$ cat src/rtl/uart_tx_dev.sv
// Memory-mapped 8N1 UART transmitter: CPU-fed byte FIFO, programmable bit divisor,
// and a level IRQ that asks for a refill once the line has fully drained.
module uart_tx_dev #(
    parameter int FIFO_DEPTH  = 4,
    parameter int DEFAULT_DIV = 16
) (
    input  logic        clk,
    input  logic        reset,
    input  logic [29:0] Addr,
    input  logic        WE,
    input  logic [31:0] Din,
    output logic [31:0] Dout,
    output logic        IRQ,
    output logic        tx
);
    localparam int PW = $clog2(FIFO_DEPTH);
    localparam int CW = PW + 1;

    typedef enum logic [1:0] {IDLE, START, DATA, STOP} state_t;

    logic [1:0]    reg_sel;
    logic          wr_ctrl, wr_div, wr_status, push, push_ok, pop;
    logic          txen_reg, ie_reg, overflow_reg;
    logic [15:0]   divisor_reg;
    logic [7:0]    fifo_mem [FIFO_DEPTH];
    logic [PW-1:0] wr_ptr_reg, rd_ptr_reg;
    logic [CW-1:0] count_reg;
    logic [3:0]    count_view;
    logic          fifo_full, fifo_empty;
    state_t        state_reg, state_next;
    logic [15:0]   baud_cnt_reg, baud_cnt_next, eff_div_reg, eff_div_next;
    logic [2:0]    bit_idx_reg, bit_idx_next;
    logic [7:0]    shift_reg, shift_view;
    logic          shift_en, bit_done, tx_reg, tx_next, irq_reg;
    logic          unused_bits;

    assign reg_sel    = Addr[3:2];
    assign wr_ctrl    = WE && (reg_sel == 2'd0);
    assign wr_div     = WE && (reg_sel == 2'd1);
    assign push       = WE && (reg_sel == 2'd2);
    assign wr_status  = WE && (reg_sel == 2'd3);
    assign fifo_full  = (count_reg == CW'(FIFO_DEPTH));
    assign fifo_empty = (count_reg == '0);
    // A push into a full FIFO only lands if the transmitter frees a slot that same cycle
    assign push_ok    = push && (!fifo_full || pop);
    assign unused_bits = ^{Addr[29:4], Addr[1:0], Din[31:16]};

    genvar gi;
    generate
        for (gi = 0; gi < 4; gi++) begin : g_count_view
            if (gi < CW) begin : g_bit
                assign count_view[gi] = count_reg[gi];
            end else begin : g_pad
                assign count_view[gi] = 1'b0;
            end
        end
    endgenerate

    always_ff @(posedge clk) begin
        if (!reset) begin
            txen_reg     <= 1'b0;
            ie_reg       <= 1'b0;
            divisor_reg  <= 16'(DEFAULT_DIV);
            overflow_reg <= 1'b0;
            wr_ptr_reg   <= '0;
            rd_ptr_reg   <= '0;
            count_reg    <= '0;
        end else begin
            if (wr_ctrl) begin
                txen_reg <= Din[0];
                ie_reg   <= Din[1];
            end
            if (wr_div)
                divisor_reg <= Din[15:0];
            if (wr_status)
                overflow_reg <= 1'b0;
            else if (push && !push_ok)
                overflow_reg <= 1'b1;
            if (push_ok)
                wr_ptr_reg <= wr_ptr_reg + PW'(1);
            if (pop)
                rd_ptr_reg <= rd_ptr_reg + PW'(1);
            if (push_ok && !pop)
                count_reg <= count_reg + CW'(1);
            else if (pop && !push_ok)
                count_reg <= count_reg - CW'(1);
        end
    end

    // Storage and head read are both registered so the FIFO maps onto block RAM
    always_ff @(posedge clk) begin
        if (push_ok)
            fifo_mem[wr_ptr_reg] <= Din[7:0];
        if (pop)
            shift_reg <= fifo_mem[rd_ptr_reg];
        else if (shift_en)
            shift_reg <= shift_view;
    end

    always_ff @(posedge clk) begin
        if (!reset) begin
            state_reg    <= IDLE;
            baud_cnt_reg <= '0;
            bit_idx_reg  <= '0;
            eff_div_reg  <= 16'd1;
            tx_reg       <= 1'b1;
            irq_reg      <= 1'b0;
        end else begin
            state_reg    <= state_next;
            baud_cnt_reg <= baud_cnt_next;
            bit_idx_reg  <= bit_idx_next;
            eff_div_reg  <= eff_div_next;
            tx_reg       <= tx_next;
            irq_reg      <= ie_reg && fifo_empty && (state_reg == IDLE);
        end
    end

    always_comb begin
        state_next    = state_reg;
        baud_cnt_next = baud_cnt_reg;
        bit_idx_next  = bit_idx_reg;
        eff_div_next  = eff_div_reg;
        pop           = 1'b0;
        shift_en      = 1'b0;
        bit_done      = (baud_cnt_reg == eff_div_reg - 16'd1);
        case (state_reg)
            IDLE: begin
                if (txen_reg && !fifo_empty) begin
                    pop           = 1'b1;
                    // Divisor is sampled once per frame so mid-frame rewrites cannot skew it
                    eff_div_next  = (divisor_reg == 16'd0) ? 16'd1 : divisor_reg;
                    baud_cnt_next = '0;
                    state_next    = START;
                end
            end
            START: begin
                if (bit_done) begin
                    state_next    = DATA;
                    bit_idx_next  = '0;
                    baud_cnt_next = '0;
                end else begin
                    baud_cnt_next = baud_cnt_reg + 16'd1;
                end
            end
            DATA: begin
                if (bit_done) begin
                    baud_cnt_next = '0;
                    shift_en      = 1'b1;
                    if (bit_idx_reg == 3'd7)
                        state_next = STOP;
                    else
                        bit_idx_next = bit_idx_reg + 3'd1;
                end else begin
                    baud_cnt_next = baud_cnt_reg + 16'd1;
                end
            end
            STOP: begin
                if (bit_done) begin
                    state_next    = IDLE;
                    baud_cnt_next = '0;
                end else begin
                    baud_cnt_next = baud_cnt_reg + 16'd1;
                end
            end
            default: state_next = IDLE;
        endcase
        shift_view = shift_en ? {1'b0, shift_reg[7:1]} : shift_reg;
        case (state_next)
            START:   tx_next = 1'b0;
            DATA:    tx_next = shift_view[0];
            default: tx_next = 1'b1;
        endcase
    end

    always_comb begin
        Dout = '0;
        case (reg_sel)
            2'd0:    Dout[1:0]  = {ie_reg, txen_reg};
            2'd1:    Dout[15:0] = divisor_reg;
            2'd3:    Dout[7:0]  = {count_view, overflow_reg, fifo_empty, fifo_full,
                                   (state_reg != IDLE)};
            default: Dout = '0;
        endcase
    end

    assign tx  = tx_reg;
    assign IRQ = irq_reg;
endmodule

$ cat config.mk
export PLATFORM = sky130hd
export DESIGN_NAME = uart_tx_dev
export DESIGN_NICKNAME = d
export VERILOG_FILES = /design/src/rtl/uart_tx_dev.sv
export SDC_FILE = /design/constraint.sdc
export NUM_CORES = 1
export LEC_CHECK = 0
export BUFFER_PORTS_ARGS = -buffer_cell sky130_fd_sc_hd__buf_2
export CAP_MARGIN = 20
export CORE_MARGIN = 2
export CORE_UTILIZATION = 58
export CTS_BUF_LIST = sky130_fd_sc_hd__clkbuf_8
export DETAILED_ROUTE_END_ITERATION = 12
export GPL_TIMING_DRIVEN = 1
export HOLD_SLACK_MARGIN = 0.08
export PLACE_DENSITY = 0.93
export SKIP_LAST_GASP = 1
export SLEW_MARGIN = 30
export SYNTH_ARGS = -nofsm -noshare
export SYNTH_HDL_FRONTEND = slang
export SYNTH_SLANG_ARGS = --single-unit
$ cat constraint.sdc
create_clock -name clk -period 3.6 [get_ports clk]
set_input_delay 0 -clock clk [delete_from_list [all_inputs] [get_ports clk]]
set_output_delay 0 -clock clk [all_outputs]
set_load 0.02 [all_outputs]
==> impl_metrics.json, run 1 <==
{
  "status": "completed",
  "tightest_slew_ns": 0.781,
  "most-common-layout-cells": "nand2_1, dfxtp_1, a21oi_1, edfxtp_1, buf_2",
  "num_io_pins": 99,
  "layout_commonest_cell": "nand2_1",
  "coreArea_sq_um": 8810,
  "ctsResizeCount": 0,
  "clock_path_buffers": 2,
  "slowest_stage": "or4_1",
  "dieHeight_um": 99.7,
  "clock_latency_ns": 0.39,
  "synth.top_cell.area_share_pct": 25.2,
  "path_common_cell": "or4_1",
  "critPathKind": "reg -> reg",
  "synth_cells": 573,
  "met3_length_mm": 1.17,
  "root_buffer": "clkbuf_8",
  "worst_hold_path_type": "in -> reg",
  "max_cap_violations": 0,
  "slew_viol_final": 0,
  "dr.pass1.iters": 5,
  "setup_viol": 0,
  "fin_area_sq_um": 5940,
  "p_switching_uw": 631,
  "p_comb_share_pct": 9.6,
  "wl_met1_mm": 5.24,
  "grt_pass1_wl_mm": 22.1,
  "dieArea_sq_um": 9950,
  "power_frac_clock_pct": 33.2,
  "rsz0062_at_grt": "false",
  "min_period_over_period_pct": 95.3,
  "ys_ff_latch": 107,
  "synth_area_leader_cell": "dfxtp_1",
  "relSlewSlack_pct": 47.6,
  "place_congestion": 0.942,
  "globalRouteOverflowTotal": 0,
  "required_ns": 3.91,
  "drtIter0Drc": 535,
  "synth_edf_count": 40,
  "yosysSeqAreaShare_pct": 47.8,
  "power.leakage_nw": 2.25,
  "yosysWarnings": 0,
  "layout-drive-gt1-share_pct": 12.3,
  "syn2layout_area_growth_pct": 11.7,
  "irDropWorstVdd_mv": 0.302,
  "yosysUniqueCellTypes": 53,
  "crit_fanout": 9,
  "intPower_mw": 1.63,
  "switching_share_pct": 28.0,
  "period_minus_slack_ns": 3.43,
  "cts_tree": "yes",
  "nFillCells": 590,
  "start_util_pct": 60.4,
  "rows": 34,
  "fin_cells": 733,
  "grt_pass1_vias": 4568,
  "synth_area_per_cell_sq_um": 9.28,
  "wl_met2_mm": 6.67,
  "multi_input_area_sq_um": 2530,
  "seq_area_sq_um": 2540,
  "worstPathArrival_ns": 3.74,
  "drc": 0,
  "fmax_mhz": 291,
  "final_hold_viol_count": 0,
  "start_kind": "flip-flop",
  "dpl_cell_area_sq_um": 5530,
  "cts.htree.levels": 3,
  "worst_setup_path_end_kind": "flip-flop",
  "powerDensity_nw_per_um2": 380,
  "port-buffer-count": 38,
  "seq_power_share_pct": 57.2,
  "dieWidth_um": 99.7,
  "antenna_found_initial": 0,
  "viasPerCell": 6.32,
  "fin_skew_ns": 0.0229,
  "num_antenna_cells": 0,
  "final_nets": 695,
  "drtAntennaViolNets": 0,
  "largest-register": "fifo_mem",
  "vias": 4630,
  "setup_tns_ns": 0,
  "async_reset_ff_share_pct": 0,
  "cts-buffers-inserted": 9,
  "cpPeakStageDelay_ns": 0.67,
  "path_cells": "or4_1, or4_1, a32oi_1, mux2i_1, or4_4, or4_1, nor4b_1, a32oi_1",
  "wl_mm": 13.6,
  "avgRoutedWirePerCell_um": 18.5,
  "largest_reg_flops": 32,
  "synth_area_sq_um": 5320,
  "fin_util_pct": 67.4,
  "clkTransAtPathRegs_ns": 0.11,
  "grt_max_degree": 33,
  "routed.top_layer": "met4",
  "ys.flop_type": "dfxtp_1",
  "ys_top_cells_by_area": "dfxtp_1, edfxtp_1, nand2_1",
  "place_hpwl_mm": 8.92,
  "clock_sinks": 107,
  "placed_cells": 697,
  "track_usage_pct": 28.3
}
==> worst max-delay path, delay by kind of cell, from the launching register on <==
kind,cells,cell delay [ns]
flip-flops,1,0.42
AO/OA/AOI/OAI,2,0.39
AND/OR/NAND/NOR,5,2.41
multiplexers,1,0.14
==> synth_stat cells, drive strengths merged, types with 13 or more instances <==
master  count
nand3      20
o21ai      21
nor4       13
clkbuf     26
dfxtp      67
inv        15
edfxtp     40
xnor2      14
buf        21
nor2       25
and2       17
a21oi      44
nand2     118
xor2       16
==> cell type report <==
type / count / share of cell area (%)
well taps: 108 / 2.28
multi-input cells: 417 / 42.6
clock buffers: 9 / 2.09
repair buffers: 68 / 7.84
clock inverters: 7 / 1.35
flip-flops and latches: 107 / 42.8
inverters: 17 / 1.07
==> final timing paths <==
| check | startpoint | end | slack, ns | cells past startpoint |
|---|---|---|---|---|
| worst max-delay path | eff_div_reg[2] | tx | 0.17 | 8 |
| worst min-delay path | Addr[3] | ie_reg | 0.30 | 4 |
| worst max register to register | eff_div_reg[2] | tx | 0.17 | 8 |
| worst min register to register | eff_div_reg[15] | eff_div_reg[15] | 0.49 | 2 |
==> metal layers <==
layer,GRT usage (%),vias to the layer above
li1,-,2097
met1,34.7,2181
met2,48.3,297
met3,5.13,55
met4,13.9,0
met5,0,-
==> power groups by stage <==
stage | clock, mW | combinational (mW) | sequential (mW)
detailed placement | 0 | 0.189 | 1.32
global placement | 0 | 0.178 | 1.31
CTS | 0.739 | 0.208 | 1.29
global route | 0.793 | 0.233 | 1.29
floorplan | 0 | 0.145 | 1.31
finish | 0.749 | 0.217 | 1.29
==> cell families (layout without fill, tap and decap cells) <==
kind of cell               count (synthesis)  after routing  synth area share [%]
other                                      1             16                0.0705
muxes                                     18             18                  5.27
and+or+nand+nor                          242            242                  22.0
DFF                                      107            107                  47.8
adders and majority gates                 10             10                  2.49
AOI/OAI and AO/OA                        101            101                  11.7
buffers and inverters                     64            101                  5.70
xor gates and xnor gates                  30             30                  4.94
==> what timing repair did <==
action	in CTS	in global routing
hold endpoints to repair	58	0
setup buffers	0	0
hold buffers	20	0
==> stage by stage <==
step / setup WS, ns / hold WS (ns) / power, mW
floorplan: 0.248 / 0.0989 / 1.46
detailed placement: 0.233 / 0.242 / 1.51
CTS: 0.202 / 0.277 / 2.24
global route: 0.0328 / 0.311 / 2.32
finish: 0.168 / 0.297 / 2.26
global placement: 0.332 / 0.234 / 1.49
Power figures use the tool's default switching activity.
==> inputs of run 2 (changes only) <==
CORE_UTILIZATION = 56   (was 58)
CTS_BUF_LIST = not set   (was sky130_fd_sc_hd__clkbuf_8)
PLACE_DENSITY = 0.9   (was 0.93)
SKIP_LAST_GASP = not set   (was 1)
==> run 2 against run 1 <==
Cell count rose by 3.0%. Largest cell class unchanged. Highest routed layer unchanged. Via count barely moved. Design area rose by 0.44%. Non-clock buffer count rose by 1. Setup slack improved by 0.024 ns. Clock power fell by 0.5%. Power fell by 0.22%. Sequential share of layout area fell by 0.19 points.
==> impl_metrics.json, run 2 (synthesis results as in run 1) <==
{
  "path_common_cell": "or4_1",
  "cts_tree": "yes",
  "powerDensity_nw_per_um2": 377,
  "start_kind": "flip-flop",
  "worstPathArrival_ns": 3.73,
  "slowest_stage": "or4_1",
  "port-buffer-count": 38,
  "globalRouteOverflowTotal": 0,
  "intPower_mw": 1.63,
  "setup_viol": 0,
  "root_buffer": "clkbuf_8",
  "dieArea_sq_um": 10300,
  "cpPeakStageDelay_ns": 0.66,
  "cts-buffers-inserted": 9,
  "largest-register": "fifo_mem",
  "most-common-layout-cells": "nand2_1, dfxtp_1, a21oi_1, edfxtp_1, buf_2",
  "clock_sinks": 107,
  "required_ns": 3.92,
  "seq_power_share_pct": 57.3,
  "min_period_over_period_pct": 94.7,
  "layout_commonest_cell": "nand2_1",
  "ctsResizeCount": 0,
  "power.leakage_nw": 2.25,
  "worst_hold_path_type": "in -> reg",
  "placed_cells": 719,
  "dp_slack_ns": 0.272,
  "finalWorstSetupSlack_ns": 0.191,
  "rsz0062_at_grt": "false",
  "start_util_pct": 57.5,
  "cts.htree.levels": 3,
  "largest_reg_flops": 32,
  "clock_latency_ns": 0.39,
  "fin_util_pct": 64.5,
  "vias": 4632,
  "drtIter0Drc": 425,
  "place_congestion": 0.946,
  "crit_fanout": 9,
  "max_cap_violations": 0,
  "num_antenna_cells": 0,
  "wl_mm": 13.3,
  "irDropWorstVdd_mv": 0.284,
  "setup_tns_ns": 0,
  "switching_share_pct": 27.8,
  "path_cells": "or4_1, or4_1, a32oi_1, mux2i_1, or4_4, or4_1, nor4b_1, a32oi_1",
  "dieWidth_um": 101,
  "dr.pass1.iters": 6,
  "whs_ns": 0.385,
  "place_hpwl_mm": 8.44,
  "fin_cells": 755,
  "drtAntennaViolNets": 0,
  "rows": 35,
  "fin_skew_ns": 0.0147,
  "track_usage_pct": 26.6,
  "status": "completed",
  "coreArea_sq_um": 9240,
  "worst_setup_path_end_kind": "flip-flop",
  "tightest_slew_ns": 0.644,
  "grt_max_degree": 56,
  "final_hold_viol_count": 0,
  "power_frac_clock_pct": 33.1,
  "syn2layout_area_growth_pct": 12.2,
  "fmax_mhz": 293,
  "dieHeight_um": 101,
  "critPathKind": "reg -> reg",
  "relSlewSlack_pct": 57.1,
  "viasPerCell": 6.14,
  "nFillCells": 674,
  "grt_pass1_vias": 4338,
  "clkTransAtPathRegs_ns": 0.12,
  "avgRoutedWirePerCell_um": 17.6,
  "period_minus_slack_ns": 3.41,
  "slew_viol_final": 0,
  "grt_pass1_wl_mm": 21.3,
  "clock_path_buffers": 2,
  "layout-drive-gt1-share_pct": 12.5,
  "drc": 0,
  "num_io_pins": 99,
  "final_nets": 696,
  "p_switching_uw": 625,
  "antenna_found_initial": 0,
  "p_comb_share_pct": 9.6
}
## run 2: stage by stage
stage	instance area, sq um	power (mW)
final	5960	2.25
after global routing	5960	2.31
after CTS	5960	2.23
after detailed placement	5570	1.50
after global placement	5570	1.49
after floorplan	5370	1.46
## run 2: power groups by stage
stage | logic (mW) | clock network [mW] | registers [mW]
3_5_place_dp | 0.187 | 0 | 1.32
3_3_place_gp | 0.178 | 0 | 1.32
6_report | 0.215 | 0.745 | 1.29
5_1_grt | 0.232 | 0.781 | 1.29
4_1_cts | 0.206 | 0.737 | 1.29
2_1_floorplan | 0.145 | 0 | 1.31
## run 2: path summary, 6_finish.rpt
kind | endpoint | startpoint | slack [ns] | depth (start not counted)
setup / recovery | tx | eff_div_reg[2] | 0.19 | 8
hold / removal | fifo_mem[3][7] | Din[7] | 0.39 | 2
setup reg to reg | tx | eff_div_reg[2] | 0.19 | 8
hold reg to reg | eff_div_reg[15] | eff_div_reg[15] | 0.48 | 2
## run 2: timing repair
action | in CTS | in global routing
setup buffers | 0 | 0
endpoints found under the hold margin | 57 | 0
hold buffers | 20 | 0
## run 2: layer usage
| metal | GRT usage (%) | up-vias | wire [um] | part of all wire [%] |
|---|---|---|---|---|
| met1 | 33.3 | 2157 | 5040 | 38 |
| met3 | 4.35 | 54 | 1160 | 8.8 |
| met4 | 10.7 | 0 | 416 | 3.1 |
| li1 | - | 2090 | - | - |
| met5 | 0 | - | 0 | 0 |
| met2 | 45.9 | 331 | 6640 | 50 |
## run 2: worst max-delay path: cells and delay by family, from the launching register on
family          cells  cell delay, ns
compound gates      2            0.39
flops               1            0.42
mux                 1            0.16
simple gates        5            2.37
## run 2: area by class of cell
type	instances	area [sq um]	area share, %
clock buffer	9	124	2.08
clock inverter	7	72.6	1.22
multi-input combinational	417	2530	42.4
sequential	107	2540	42.6
timing repair buffer	69	473	7.93
inverter	17	63.8	1.07
tap	129	161	2.71
==> inputs of run 3 (changes only) <==
CORE_ASPECT_RATIO = 0.9   (was not set)
GPL_TIMING_DRIVEN = 0   (was 1)
==> run 3 against run 2 <==
Hold slack worse by 0.15 ns. Non-clock buffer count rose by 34. Highest routed layer unchanged. Register-to-register slack got worse by 0.05 ns.
==> impl_metrics.json, run 3 (synthesis results as in run 1) <==
{
  "status": "completed",
  "clock_latency_ns": 0.40,
  "coreArea_sq_um": 9170,
  "cts_tree": "yes",
  "largest_reg_flops": 32,
  "dieHeight_um": 96.4,
  "nFillCells": 647,
  "cts-buffers-inserted": 9,
  "fin_skew_ns": 0.0160,
  "rows": 33,
  "place_congestion": 0.948,
  "critPathCapture": "tx",
  "num_antenna_cells": 0,
  "fin_util_pct": 67.4,
  "drc": 0,
  "viasPerCell": 5.98,
  "final_hold_viol_count": 0,
  "worstReg2RegStart": "eff_div_reg[2]",
  "clock_sinks": 107,
  "dieWidth_um": 107,
  "track_usage_pct": 27.3,
  "worst_hold_path_type": "in -> reg",
  "clkTransAtPathRegs_ns": 0.12,
  "cts.htree.levels": 3,
  "grt_pass1_wl_mm": 21.8,
  "worstPathArrival_ns": 3.76,
  "powerDensity_nw_per_um2": 379,
  "power.leakage_nw": 2.37,
  "dr.pass1.iters": 6,
  "grt_max_degree": 23,
  "setup_viol": 0,
  "wl_mm": 13.4,
  "grt_pass1_vias": 4391,
  "start_util_pct": 58.0,
  "antenna_found_initial": 0,
  "start_kind": "flip-flop",
  "clock_path_buffers": 2,
  "layout-drive-gt1-share_pct": 13.8,
  "worst_setup_path_end_kind": "flip-flop",
  "max_cap_violations": 0,
  "crit_fanout": 9,
  "most-common-layout-cells": "nand2_1, dfxtp_1, a21oi_1, edfxtp_1, buf_2",
  "relSlewSlack_pct": 51.7,
  "min_period_over_period_pct": 96.0,
  "setup_tns_ns": 0,
  "layout_commonest_cell": "nand2_1",
  "critPathKind": "reg -> reg",
  "place_hpwl_mm": 9.01,
  "slew_viol_final": 0,
  "globalRouteOverflowTotal": 0,
  "fmax_mhz": 289,
  "port-buffer-count": 36,
  "root_buffer": "clkbuf_8",
  "dieArea_sq_um": 10300,
  "largest-register": "fifo_mem",
  "crit_start": "eff_div_reg[2]",
  "whs_ns": 0.235,
  "syn2layout_area_growth_pct": 16.3,
  "num_io_pins": 99,
  "reg2reg_depth": 10,
  "drtAntennaViolNets": 0,
  "avgRoutedWirePerCell_um": 17.1,
  "required_ns": 3.90,
  "final_nets": 730,
  "period_minus_slack_ns": 3.46,
  "ff2ff_setup_slack_ns": 0.14,
  "rsz0062_at_grt": "false",
  "tightest_slew_ns": 0.725,
  "vias": 4674,
  "r2r_end": "tx",
  "drtIter0Drc": 422,
  "irDropWorstVdd_mv": 0.311
}
[run 3: final cells by class]
type	count	area [sq um]	area share, %
Buffer	46	236	3.83
Clock buffer	10	149	2.41
Clock inverter	6	77.6	1.25
Inverter	17	63.8	1.03
Multi-Input combinational cell	417	2570	41.7
Sequential cell	107	2540	41.1
Tap cell	122	153	2.47
Timing Repair Buffer	57	385	6.23
[run 3: worst min-delay path by stage]
stage | startpoint | end | cells after the start | slack (ns)
2_1_floorplan | Din[0] | fifo_mem[0][0] | 0 | 0.1
3_3_place_gp | Din[12] | divisor_reg[12] | 3 | 0.24
3_5_place_dp | Din[12] | divisor_reg[12] | 3 | 0.25
4_1_cts | Addr[2] | overflow_reg | 3 | 0.20
5_1_grt | Addr[2] | overflow_reg | 3 | 0.28
6_report | Addr[2] | overflow_reg | 3 | 0.24
[run 3: repair_timing]
action	in CTS	in global routing
endpoints found under the hold margin	53	0
hold buffers	19	0
endpoints found under the setup margin	10	18
resized for setup	2	8
pin swaps	0	3
setup buffers	0	2
[run 3: critical path, stage by stage (launching register included)]
cell     delay (ns)
dfxtp_1        0.31
buf_2          0.17
or4_1          0.50
buf_2          0.18
or4_1          0.48
a32oi_1        0.20
mux2i_1        0.13
or4_4          0.58
or4_4          0.44
nor4b_1        0.17
a32oi_1        0.21
[run 3: layer usage]
metal / part of all wire, % / vias to the layer above / global-route usage (%)
met5: 0 / - / 0
met4: 2.7 / 0 / 12.4
met3: 9.3 / 43 / 5.77
met2: 48 / 282 / 45.3
met1: 40 / 2185 / 34.8
li1: - / 2164 / -
[run 3: report_power, final]
group	total [mW]	switching [mW]	internal, mW
clock	0.814	0.489	0.325
sequential	1.29	0.0178	1.27
combinational	0.242	0.150	0.0929
[run 3: metrics by stage]
| step | power [mW] | worst slack, ns | std cells | instance area (sq um) |
|---|---|---|---|---|
| floorplan | 1.46 | 0.248 | 588 | 5370 |
| global placement | 1.51 | -0.247 | 746 | 5710 |
| detailed placement | 1.52 | -0.342 | 746 | 5710 |
| CTS | 2.32 | 0.0482 | 781 | 6130 |
| global route | 2.41 | 0.0164 | 782 | 6180 |
| finish | 2.35 | 0.144 | 782 | 6180 |
